## config.mk

```make
export PLATFORM = sky130hd
export DESIGN_NAME = multicycle_ctrl
export DESIGN_NICKNAME = d
export VERILOG_FILES = /design/src/rtl/multicycle_ctrl.sv
export SDC_FILE = /design/constraint.sdc
export NUM_CORES = 1
export LEC_CHECK = 0
export BUFFER_PORTS_ARGS = -buffer_cell sky130_fd_sc_hd__buf_2
export CAP_MARGIN = 10
export CELL_PAD_IN_SITES_DETAIL_PLACEMENT = 0
export CELL_PAD_IN_SITES_GLOBAL_PLACEMENT = 1
export CORE_MARGIN = 4
export CORE_UTILIZATION = 28
export CTS_BUF_LIST = sky130_fd_sc_hd__clkbuf_4 sky130_fd_sc_hd__clkbuf_8 sky130_fd_sc_hd__clkbuf_16
export DETAILED_ROUTE_END_ITERATION = 10
export GPL_TIMING_DRIVEN = 0
export PLACE_DENSITY_LB_ADDON = 0.12
export SLEW_MARGIN = 20
export SYNTH_ARGS = -nofsm -noshare
export SYNTH_HDL_FRONTEND = slang
export SYNTH_SLANG_ARGS = --single-unit
```

## constraint.sdc

```tcl
create_clock -name clk -period 5.23 [get_ports clk]
set_input_delay 0.2615 -clock clk [delete_from_list [all_inputs] [get_ports clk]]
set_output_delay 0.2615 -clock clk [all_outputs]
set_load 0.02 [all_outputs]
```

## src/rtl/multicycle_ctrl.sv

```systemverilog
// rtl/multicycle_ctrl.sv - RV32I multicycle sequencer: FETCH/DECODE/EXEC/MEM/WB over one memory port
module multicycle_ctrl #(
  parameter int CNT_W   = 32,
  parameter int TIMEOUT = 0,
  parameter int TO_W    = 8
) (
  input  logic             clk,
  input  logic             rst,
  input  logic [4:0]       opcode,
  input  logic [2:0]       funct3,
  input  logic             branch_taken,
  input  logic             mem_ready,
  output logic             mem_req,
  output logic             mem_we,
  output logic             mem_addr_sel,
  output logic             ir_we,
  output logic             pc_we,
  output logic             pc_src,
  output logic             reg_we,
  output logic             wb_sel,
  output logic             retire,
  output logic [CNT_W-1:0] instret,
  output logic             trap,
  output logic [1:0]       trap_cause
);

  localparam logic [4:0] OP_LOAD   = 5'b00000;
  localparam logic [4:0] OP_IMM    = 5'b00100;
  localparam logic [4:0] OP_AUIPC  = 5'b00101;
  localparam logic [4:0] OP_STORE  = 5'b01000;
  localparam logic [4:0] OP_REG    = 5'b01100;
  localparam logic [4:0] OP_LUI    = 5'b01101;
  localparam logic [4:0] OP_BRANCH = 5'b11000;
  localparam logic [4:0] OP_JALR   = 5'b11001;
  localparam logic [4:0] OP_JAL    = 5'b11011;

  localparam logic [1:0] CAUSE_ILLEGAL = 2'b01;
  localparam logic [1:0] CAUSE_TIMEOUT = 2'b10;

  typedef enum logic [2:0] {
    S_FETCH,
    S_DECODE,
    S_EXEC,
    S_MEM,
    S_WB,
    S_TRAP
  } state_t;

  state_t           state_q, state_d;
  logic [CNT_W-1:0] instret_q;
  logic [TO_W-1:0]  wait_q, wait_d;
  logic [1:0]       cause_q, cause_d;
  logic             legal;
  logic             waiting;
  logic             to_hit;
  logic             unused_funct3;

  // Store size is resolved in the datapath; the sequencer never looks at it.
  assign unused_funct3 = ^funct3;

  always_comb begin
    legal = 1'b0;
    case (opcode)
      OP_LOAD, OP_STORE, OP_BRANCH, OP_JAL, OP_JALR,
      OP_REG, OP_IMM, OP_LUI, OP_AUIPC: legal = 1'b1;
      default: legal = 1'b0;
    endcase
  end

  // Trap on the cycle whose wait would bring the count up to TIMEOUT; a ready in that cycle still wins.
  assign waiting = (state_q == S_FETCH || state_q == S_MEM) && !mem_ready;
  assign to_hit  = (TIMEOUT != 0) && waiting && (wait_q == TO_W'(TIMEOUT - 1));

  always_comb begin
    state_d      = state_q;
    cause_d      = cause_q;
    mem_req      = 1'b0;
    mem_we       = 1'b0;
    mem_addr_sel = 1'b0;
    ir_we        = 1'b0;
    pc_we        = 1'b0;
    pc_src       = 1'b0;
    reg_we       = 1'b0;
    wb_sel       = 1'b0;
    retire       = 1'b0;
    case (state_q)
      S_FETCH: begin
        mem_req = 1'b1;
        ir_we   = mem_ready;
        if (mem_ready) begin
          state_d = S_DECODE;
        end else if (to_hit) begin
          state_d = S_TRAP;
          cause_d = CAUSE_TIMEOUT;
        end
      end
      S_DECODE: begin
        if (legal) begin
          state_d = S_EXEC;
        end else begin
          state_d = S_TRAP;
          cause_d = CAUSE_ILLEGAL;
        end
      end
      S_EXEC: begin
        case (opcode)
          OP_BRANCH: begin
            pc_we   = 1'b1;
            pc_src  = branch_taken;
            retire  = 1'b1;
            state_d = S_FETCH;
          end
          OP_JAL, OP_JALR: begin
            reg_we  = 1'b1;
            pc_we   = 1'b1;
            pc_src  = 1'b1;
            retire  = 1'b1;
            state_d = S_FETCH;
          end
          OP_LOAD, OP_STORE:               state_d = S_MEM;
          OP_REG, OP_IMM, OP_LUI, OP_AUIPC: state_d = S_WB;
          default: begin
            state_d = S_TRAP;
            cause_d = CAUSE_ILLEGAL;
          end
        endcase
      end
      S_MEM: begin
        mem_req      = 1'b1;
        mem_addr_sel = 1'b1;
        mem_we       = (opcode == OP_STORE);
        if (mem_ready) begin
          if (opcode == OP_STORE) begin
            pc_we   = 1'b1;
            retire  = 1'b1;
            state_d = S_FETCH;
          end else begin
            state_d = S_WB;
          end
        end else if (to_hit) begin
          state_d = S_TRAP;
          cause_d = CAUSE_TIMEOUT;
        end
      end
      S_WB: begin
        reg_we  = 1'b1;
        wb_sel  = (opcode == OP_LOAD);
        pc_we   = 1'b1;
        retire  = 1'b1;
        state_d = S_FETCH;
      end
      S_TRAP:  state_d = S_TRAP;
      default: state_d = S_FETCH;
    endcase
    // Strobes drop as soon as reset asserts, abandoning any in-flight transfer.
    if (rst) begin
      mem_req      = 1'b0;
      mem_we       = 1'b0;
      mem_addr_sel = 1'b0;
      ir_we        = 1'b0;
      pc_we        = 1'b0;
      pc_src       = 1'b0;
      reg_we       = 1'b0;
      wb_sel       = 1'b0;
      retire       = 1'b0;
    end
  end

  always_comb begin
    wait_d = wait_q;
    if (state_d != state_q) begin
      wait_d = '0;
    end else if (waiting) begin
      wait_d = wait_q + TO_W'(1);
    end
  end

  always_ff @(posedge clk or posedge rst) begin
    if (rst) begin
      state_q   <= S_FETCH;
      instret_q <= '0;
      wait_q    <= '0;
      cause_q   <= 2'b00;
    end else begin
      state_q <= state_d;
      wait_q  <= wait_d;
      cause_q <= cause_d;
      if (retire) begin
        instret_q <= instret_q + CNT_W'(1);
      end
    end
  end

  assign instret    = instret_q;
  assign trap       = (state_q == S_TRAP);
  assign trap_cause = cause_q;

endmodule

```

==> results of run 1 <==
## cells in the final DEF, fill, tap and decap left out, types with 3 or more instances in the layout
cell type	count
nand3_1	17
buf_6	3
nand2_1	13
nor3_1	3
nand4_1	8
nor2b_1	7
inv_1	4
and3_1	7
dfrtp_1	36
xnor2_1	29
nand2b_1	5
a21oi_1	3
nor2_1	6
buf_2	51
clkbuf_8	7
buf_4	3
## final timing paths
kind                                              start                         to  depth (start not counted)  slack [ps]
worst max-delay path             state_q[0]$_DFFE_PP0P_                     retire                          5        3040
worst min-delay path                                rst  trap_cause[0]$_DFFE_PP0P_                          2          40
min in group clk                              opcode[2]     state_q[2]$_DFFE_PP0P_                          3         290
worst max register to register   state_q[0]$_DFFE_PP0P_    instret[21]$_DFFE_PP0P_                          6        3120
max in group asynchronous                           rst    instret[14]$_DFFE_PP0P_                          3        4730
worst min register to register  instret[31]$_DFFE_PP0P_    instret[31]$_DFFE_PP0P_                          1         470
## area by class of cell
cell class / count / area, um^2 / share of cell area, %
multi-input cells: 134 / 945 / 39.2
flip-flops and latches: 36 / 901 / 37.4
well taps: 80 / 100 / 4.16
inverters: 5 / 18.8 / 0.780
repair buffers: 51 / 278 / 11.5
clock buffers: 7 / 96.3 / 4.00
plain buffers: 9 / 68.8 / 2.86
## state kept, by name, summed over array words and instances, names as in the netlist
register    count
instret        32
state_q         3
trap_cause      1
## through the flow
step | cells | total power (W) | utilization, % | hold slack, ps | area, um^2
after floorplan | 184 | 0.000461 | - | 411 | 1930
after global placement | 314 | 0.000519 | 33.8 | 457 | 2280
after detailed placement | 315 | 0.000520 | 34.2 | 367 | 2310
after CTS | 322 | 0.000737 | 35.6 | 55.3 | 2410
after global routing | 322 | 0.000771 | 35.6 | 74.4 | 2410
final | 322 | 0.000725 | 35.6 | 39.1 | 2410
## worst max-delay path, stage by stage, from the launching register on
cell and delay (ps):
dfrtp_1 450, nor4b_2 400, a31oi_1 160, nor2_1 320, buf_4 170, buf_2 150
## power groups by stage
stage          clock, W  sequential [W]  combinational (W)
3_3_place_gp          0        0.000326           0.000193
4_1_cts        0.000222        0.000321           0.000194
3_5_place_dp          0        0.000325           0.000195
2_1_floorplan         0        0.000333           0.000129
5_1_grt        0.000231        0.000324           0.000216
6_report       0.000214        0.000321           0.000191
## cells by family (layout without fill, tap and decap cells)
group	after synthesis	in the layout	share of synthesized area, %
compound gates	15	15	5.63
xor+xnor	31	31	14.0
fa+ha+maj	2	2	1.16
buf+inv	14	72	4.53
flops	36	36	46.6
mux	1	1	0.582
other cells	1	1	0.194
simple gates	84	84	27.2
## routing by layer
metal | routed length [um] | up-vias | GRT usage, %
li1 | - | 755 | -
met1 | 1940 | 746 | 13.8
met2 | 2260 | 36 | 19.4
met3 | 164 | 8 | 2.07
met4 | 82 | 0 | 4.90
met5 | 0 | - | 0
==> metrics, run 1 <==
status completed; fin worst setup slack 3040 ps; final setup TNS 0 ps; total wire length 4450 um; Via density 4.80; Synth cell types 43; initial antenna violation count 0; Antenna Nets Post-Route 0; Final Hold Fails 0; CTS tree built; internal power 0.000491 W; initial DRC count 43; Peak VDD IR 0.0000947 V; Period Utilization, post-route 41.8%; count leader, synth dfrtp_1; Yosys reg bits 36; H-tree depth 2; P&R area growth vs syn 24.5%; CTS Buffer Depth 2; syn avg cell area 10.5 um^2; cell taking the most area after synthesis dfrtp_1; PwrDens 301 nW/um^2; Setup-failing EPs final 0; sw frac 32.3%; Filler cells 714; fraction of registers with async set/reset 100%; Post-Syn Nets 197; most frequent cells after synthesis dfrtp_1, xnor2_1, nand3_1, nand2_1, nand4_1; Post-Syn Area 1930 um^2; number of global-route vias before repair 1549; fin crit period 2190 ps; Synth Instances 184; RSZ-0062 raised after global routing no; number of flops mapped to enable cells by yosys 0; crit path capture type output pin; # IOs 56; vias after detailed routing 1545; area share of the largest cell type after synthesis 46.6%; clk_lat worst skew 280 ps; die span in y 91.1 um; number of setup buffers added after CTS 0; final slew viol count 0; Worst-Margin Slew 644 ps; maximum clock frequency 457 MHz; Die W 91.1 um; first-pass GRT wire length 7670 um; CTS buffer count 5; Row Count 30; NetSw 0.000234 W; Ys Warns 0; kind of critical path reg -> out; clk root buf clkbuf_8; clock sink total 36; Die Area 8300 um^2; Max FO, Critical Path 5; Fin Clk Skew 3.38 ps; detailed placement HPWL 3330 um; clock network fraction of total power 29.5%; TritonRoute pass-1 iters 4; sequential share of the synthesized area 46.6%; Initial Util 28.6%; largest net degree at the start of global routing 21; # diodes 0; maximum capacitance violations 0; layout cell share with drive strength beyond 1 32.2%; Static Leakage 1.17 nW; DRC violation count after routing 0; top cells by area, synth dfrtp_1, xnor2_1, nand3_1, nand4_1, nand2_1; Critical Path Source Type flip-flop; post_cts resized 0; dpl ws 3050 ps; global-route usage over all layers 11.3%; hold buffer count at cts 0; # nets final 255; core area 6760 um^2; relative slew slack 56.8%; IO Port Bufs 50; CP required 4970 ps; Top FF cell, synth dfrtp_1; sequential power share 44.2%; global route overflow 0; RePlAce Congestion 0.708; Hold/Removal Path Class in -> async; DR WL/cell 13.8 um; crit path DAT 1930 ps; Clock transition at path regs 70 ps; Logic pwr share 26.3%
Note: power is estimated with default switching activity, not from simulation.
==> run 2: changes to the inputs <==
clock period = 2.06 ns   (was 5.23 ns; I/O delays follow)
==> run 2 against run 1 <==
  * Sequential power rose to 2.6 times the previous value
  * Clock-buffer cell count unchanged
  * Critical path depth did not move
  * Setup slack lost 2900 ps
  * Wire length up 1.8%
  * Global-route usage is 0.14 points higher
  * Non-clock buffer count is 4 higher
  * Flip-flop and latch count stayed put
  * Clock power grew to 2.5 times the previous value
  * Core utilization up 0.85 points
  * Cell count grew 1.2%
==> metrics, run 2 (synthesis results as in run 1) <==
final slew viol count 0 (unchanged); # IOs 56 (unchanged); clock sink total 36 (unchanged); DP Area 2310 um^2 (unchanged); relative slew slack 56.9% (+0.10 points); Die Area 8300 um^2 (unchanged); Static Leakage 1.21 nW (+3.2%); kind of critical path reg -> out; Initial Util 28.6% (unchanged); Die W 91.1 um (unchanged); most frequent cells in the layout buf_2, dfrtp_1, xnor2_1, nand3_1, nand2_1; Row Count 30 (unchanged); Final Hold Fails 0 (unchanged); PwrDens 760 nW/um^2 (+150%); H-tree depth 2 (unchanged); Worst-Margin Slew 642 ps (-1.52 ps); layout cell share with drive strength beyond 1 34.1% (+1.9 points); clk_lat worst skew 280 ps (about the same); maximum clock frequency 522 MHz; global route overflow 0 (unchanged); TritonRoute pass-1 iters 4 (unchanged); RSZ-0062 raised after global routing no; post-route cell area 2460 um^2 (+2.4%); CTS Buffer Depth 2 (unchanged); # nets final 259 (+1.6%); total wire length 4530 um (+1.8%); die span in y 91.1 um (unchanged); global-route usage over all layers 11.4% (+0.14 points); Period Utilization, post-route 93.0%; crit path DAT 1810 ps (-120 ps); commonest non-fill, non-tap cell in the layout buf_2; P&R area growth vs syn 27.5%; CP required 1960 ps (-3010 ps); Max FO, Critical Path 5 (unchanged); Critical Path Source Type flip-flop; IO Port Bufs 50 (unchanged); Peak VDD IR 0.000219 V (+130%); DR WL/cell 13.9 um (+0.59%); core area 6760 um^2 (unchanged); Fin Clk Skew 3.62 ps (+0.242 ps); RePlAce Congestion 0.708 (unchanged); vias after detailed routing 1558 (+0.84%); Largest register FFs 32 (unchanged); Filler cells 715 (+0.14%); fin crit period 1910 ps; maximum capacitance violations 0 (unchanged); CTS buffer count 5 (unchanged); clk root buf clkbuf_8; Hold/Removal Path Class in -> reg; status completed; CTS tree built; largest net degree at the start of global routing 21 (unchanged); Clock transition at path regs 70 ps (about the same); initial antenna violation count 0 (unchanged); crit path capture type output pin; Setup-failing EPs final 0 (unchanged); first-pass GRT wire length 7770 um (+1.3%); Via density 4.78 (-0.40%); DRC violation count after routing 0 (unchanged); initial DRC count 38 (-12%); Antenna Nets Post-Route 0 (unchanged); Hold WS 134 ps (+94.9 ps); number of global-route vias before repair 1572 (+1.5%); # diodes 0 (unchanged); detailed placement HPWL 3330 um (unchanged)
==> run 2: timing repair <==
| action | 4_1_cts | 5_1_grt |
|---|---|---|
| pin swaps | 1 | 3 |
| hold buffers | 1 | 0 |
| gates resized for setup | 2 | 4 |
| setup buffers | 1 | 2 |
| setup endpoints to repair | 20 | 25 |
| hold endpoints to repair | 18 | 0 |
==> run 2: final timing paths <==
kind / slack (ps) / to / from / depth (start not counted)
min reg2reg: 470 / instret[31]$_DFFE_PP0P_ / instret[31]$_DFFE_PP0P_ / 1
min in group asynchronous: 440 / trap_cause[0]$_DFFE_PP0P_ / rst / 3
max reg2reg: 220 / instret[15]$_DFFE_PP0P_ / state_q[2]$_DFFE_PP0P_ / 7
max: 150 / retire / state_q[0]$_DFFE_PP0P_ / 5
max in group asynchronous: 1160 / instret[14]$_DFFE_PP0P_ / rst / 4
min: 130 / state_q[2]$_DFFE_PP0P_ / opcode[2] / 3
==> run 2: routing by layer <==
layer	part of all wire, %	track usage, %	up-vias
met4	1.5	4.90	0
met3	3.6	2.07	5
met5	0	0	-
li1	-	-	765
met2	51	19.7	34
met1	44	13.9	754
==> run 2: where the power goes <==
part	switching (W)	internal, W
clock network	0.000246	0.000298
logic	0.000303	0.000203
registers	0.0000649	0.000757
==> run 2: layout make-up <==
| type | instances | area (um^2) | share of cell area, % |
|---|---|---|---|
| Buffer | 9 | 70.1 | 2.84 |
| Clock buffer | 7 | 96.3 | 3.91 |
| Inverter | 5 | 18.8 | 0.761 |
| Multi-Input combinational cell | 134 | 968 | 39.3 |
| Sequential cell | 36 | 901 | 36.5 |
| Tap cell | 80 | 100 | 4.06 |
| Timing Repair Buffer | 55 | 310 | 12.6 |
==> run 2: per-stage QoR <==
| stage | std cells | worst slack (ps) | TNS, ps | total power (W) | utilization [%] |
|---|---|---|---|---|---|
| floorplan | 184 | 215 | 0 | 0.00117 | - |
| global placement | 314 | -159 | -1970 | 0.00132 | 33.8 |
| detailed placement | 315 | -124 | -1270 | 0.00132 | 34.2 |
| CTS | 324 | 36.2 | 0 | 0.00188 | 36.0 |
| global route | 326 | 0.430 | 0 | 0.00199 | 36.5 |
| finish | 326 | 145 | 0 | 0.00187 | 36.5 |
==> run 2: critical path: stages, from the launching register on <==
cell      delay (ps)
dfrtp_1          460
nor4b_4          170
a221oi_2         460
nor2_2           140
buf_4            150
buf_2            150
==> run 3: changes to the inputs <==
==> constraint.sdc (replaced) <==
create_clock -name clk -period 2.1 [get_ports clk]
set_input_delay 0.315 -clock clk [delete_from_list [all_inputs] [get_ports clk]]
set_output_delay 0.315 -clock clk [all_outputs]
set_load 0.02 [all_outputs]
==> run 3 against run 2 <==
  * Clock skew increased by 4.7 ps
  * Non-clock buffer count shrank 1
  * Largest cell class unchanged
  * Cell count unchanged
  * Wire length increased by 3.5%
  * Flip-flop and latch count unchanged
  * Worst hold slack better by 14 ps
  * First-iteration DRC count is 61% higher
  * Core utilization rose by 0.093 points
  * Clock power decreased by 12%
  * Combinational power grew 10%
  * Setup slack got worse by 96 ps
  * Design area increased by 0.25%
==> metrics, run 3 (synthesis results as in run 1) <==
status completed; Hold WS 148 ps (+13.7 ps); TritonRoute pass-1 iters 4 (unchanged); first-pass GRT wire length 7910 um (+1.8%); Hold/Removal Path Class in -> async; fin worst setup slack 48.7 ps (-96.4 ps); Fin Clk Skew 8.37 ps (+4.74 ps); Placed Instances 314 (-0.32%); Non-Filler Instances 326 (unchanged); IO Port Bufs 50 (unchanged); Period Utilization, post-route 97.7%; global route overflow 0 (unchanged); # IOs 56 (unchanged); Peak VDD IR 0.000282 V (+29%); H-tree depth 2 (unchanged); initial DRC count 61 (+61%); Tot Pwr 0.00184 W (-1.6%); global-route usage over all layers 11.7% (+0.30 points); number of global-route vias before repair 1540 (-2.0%); clk_lat worst skew 280 ps (about the same); die span in y 91.1 um (unchanged); initial antenna violation count 0 (unchanged); core area 6760 um^2 (unchanged); DR WL/cell 14.4 um (+3.5%); kind of critical path reg -> out; PwrDens 745 nW/um^2 (-1.9%); Critical Path Source Type flip-flop; final slew viol count 0 (unchanged); CTS tree built; detailed placement HPWL 3250 um (-2.5%); Die W 91.1 um (unchanged); dpl ws -124 ps (-0.298 ps); vias after detailed routing 1568 (+0.64%); CTS Buffer Depth 2 (unchanged); clk root buf clkbuf_8; CP required 1780 ps (-180 ps); Antenna Nets Post-Route 0 (unchanged); Worst-Margin Slew 873 ps (+230 ps); Initial Util 28.6% (unchanged); fin crit period 2050 ps; DRC violation count after routing 0 (unchanged); # nets final 259 (unchanged); Die Area 8300 um^2 (unchanged); Via density 4.81 (+0.64%); Setup-failing EPs final 0 (unchanged); commonest non-fill, non-tap cell in the layout buf_2; total wire length 4690 um (+3.5%); # diodes 0 (unchanged); Final Hold Fails 0 (unchanged); maximum clock frequency 487 MHz; most frequent cells in the layout buf_2, dfrtp_1, xnor2_1, nand3_1, nand2_1; Static Leakage 1.20 nW (-0.39%); Clock transition at path regs 70 ps (about the same); Max FO, Critical Path 5 (unchanged); crit path DAT 1740 ps (-70 ps); Util after Layout 36.6% (+0.093 points); RePlAce Congestion 0.674 (-4.8%); crit path capture type output pin; maximum capacitance violations 0 (unchanged); relative slew slack 41.5% (-15 points); CTS buffer count 5 (unchanged); clock sink total 36 (unchanged); largest net degree at the start of global routing 20 (-4.8%); P&R area growth vs syn 27.8%; Largest register FFs 32 (unchanged); Row Count 30 (unchanged); layout cell share with drive strength beyond 1 36.2% (+2.0 points)
run 3: layer usage:
| layer | GRT usage (%) | share of wire, % |
|---|---|---|
| met3 | 2.73 | 4.2 |
| met5 | 0 | 0 |
| met4 | 4.15 | 1.5 |
| met2 | 19.2 | 49 |
| met1 | 15.2 | 46 |
run 3: per-stage QoR:
stage,TNS [ps],instance area (um^2)
after floorplan,0,1940
after CTS,-978,2380
after global routing,-29.9,2470
after detailed placement,-939,2290
final,0,2470
after global placement,-1380,2290
run 3: worst max-delay path, cell delays in order, from the launching register on:
cell	delay (ps)
dfrtp_2	450
nor4b_4	350
buf_4	190
a221oi_4	50
nor2_4	150
buf_4	120
buf_2	150
run 3: repair_timing:
item                                    4_1_cts  5_1_grt
hold buffers                                  0        0
resized for setup                             2       14
hold endpoints to repair                      0        0
buffers inserted                              0        4
pin swaps                                     0        5
endpoints found under the setup margin       23       26
gates cloned                                  1        0
run 3: where the power goes:
part / switching [W] / internal [W]
Sequential: 0.0000622 / 0.000746
Combinational: 0.000331 / 0.000227
Clock: 0.000238 / 0.000239
Total: 0.000631 / 0.00121
run 3: path summary, 6_finish.rpt:
check                                     startpoint  cells past startpoint  slack, ps                        end
setup reg to reg              state_q[1]$_DFFE_PP0P_                      7        140    instret[15]$_DFFE_PP0P_
min in group clk                           opcode[2]                      3        340     state_q[2]$_DFFE_PP0P_
hold reg to reg            trap_cause[0]$_DFFE_PP0P_                      2        470  trap_cause[0]$_DFFE_PP0P_
setup / recovery              state_q[1]$_DFFE_PP0P_                      6         50                     retire
hold / removal                                   rst                      2        150     state_q[2]$_DFFE_PP0P_
max in group asynchronous                        rst                      2       1390    instret[15]$_DFFE_PP0P_
run 3: final cells by class:
| class | count | area (um^2) |
|---|---|---|
| clock buffers | 6 | 76.3 |
| flip-flops and latches | 36 | 903 |
| repair buffers | 54 | 280 |
| inverters | 5 | 22.5 |
| plain buffers | 9 | 71.3 |
| fillers | 714 | 4290 |
| repair inverters | 1 | 5.00 |
| multi-input cells | 134 | 1010 |
| clock inverters | 1 | 5.00 |
| well taps | 80 | 100 |
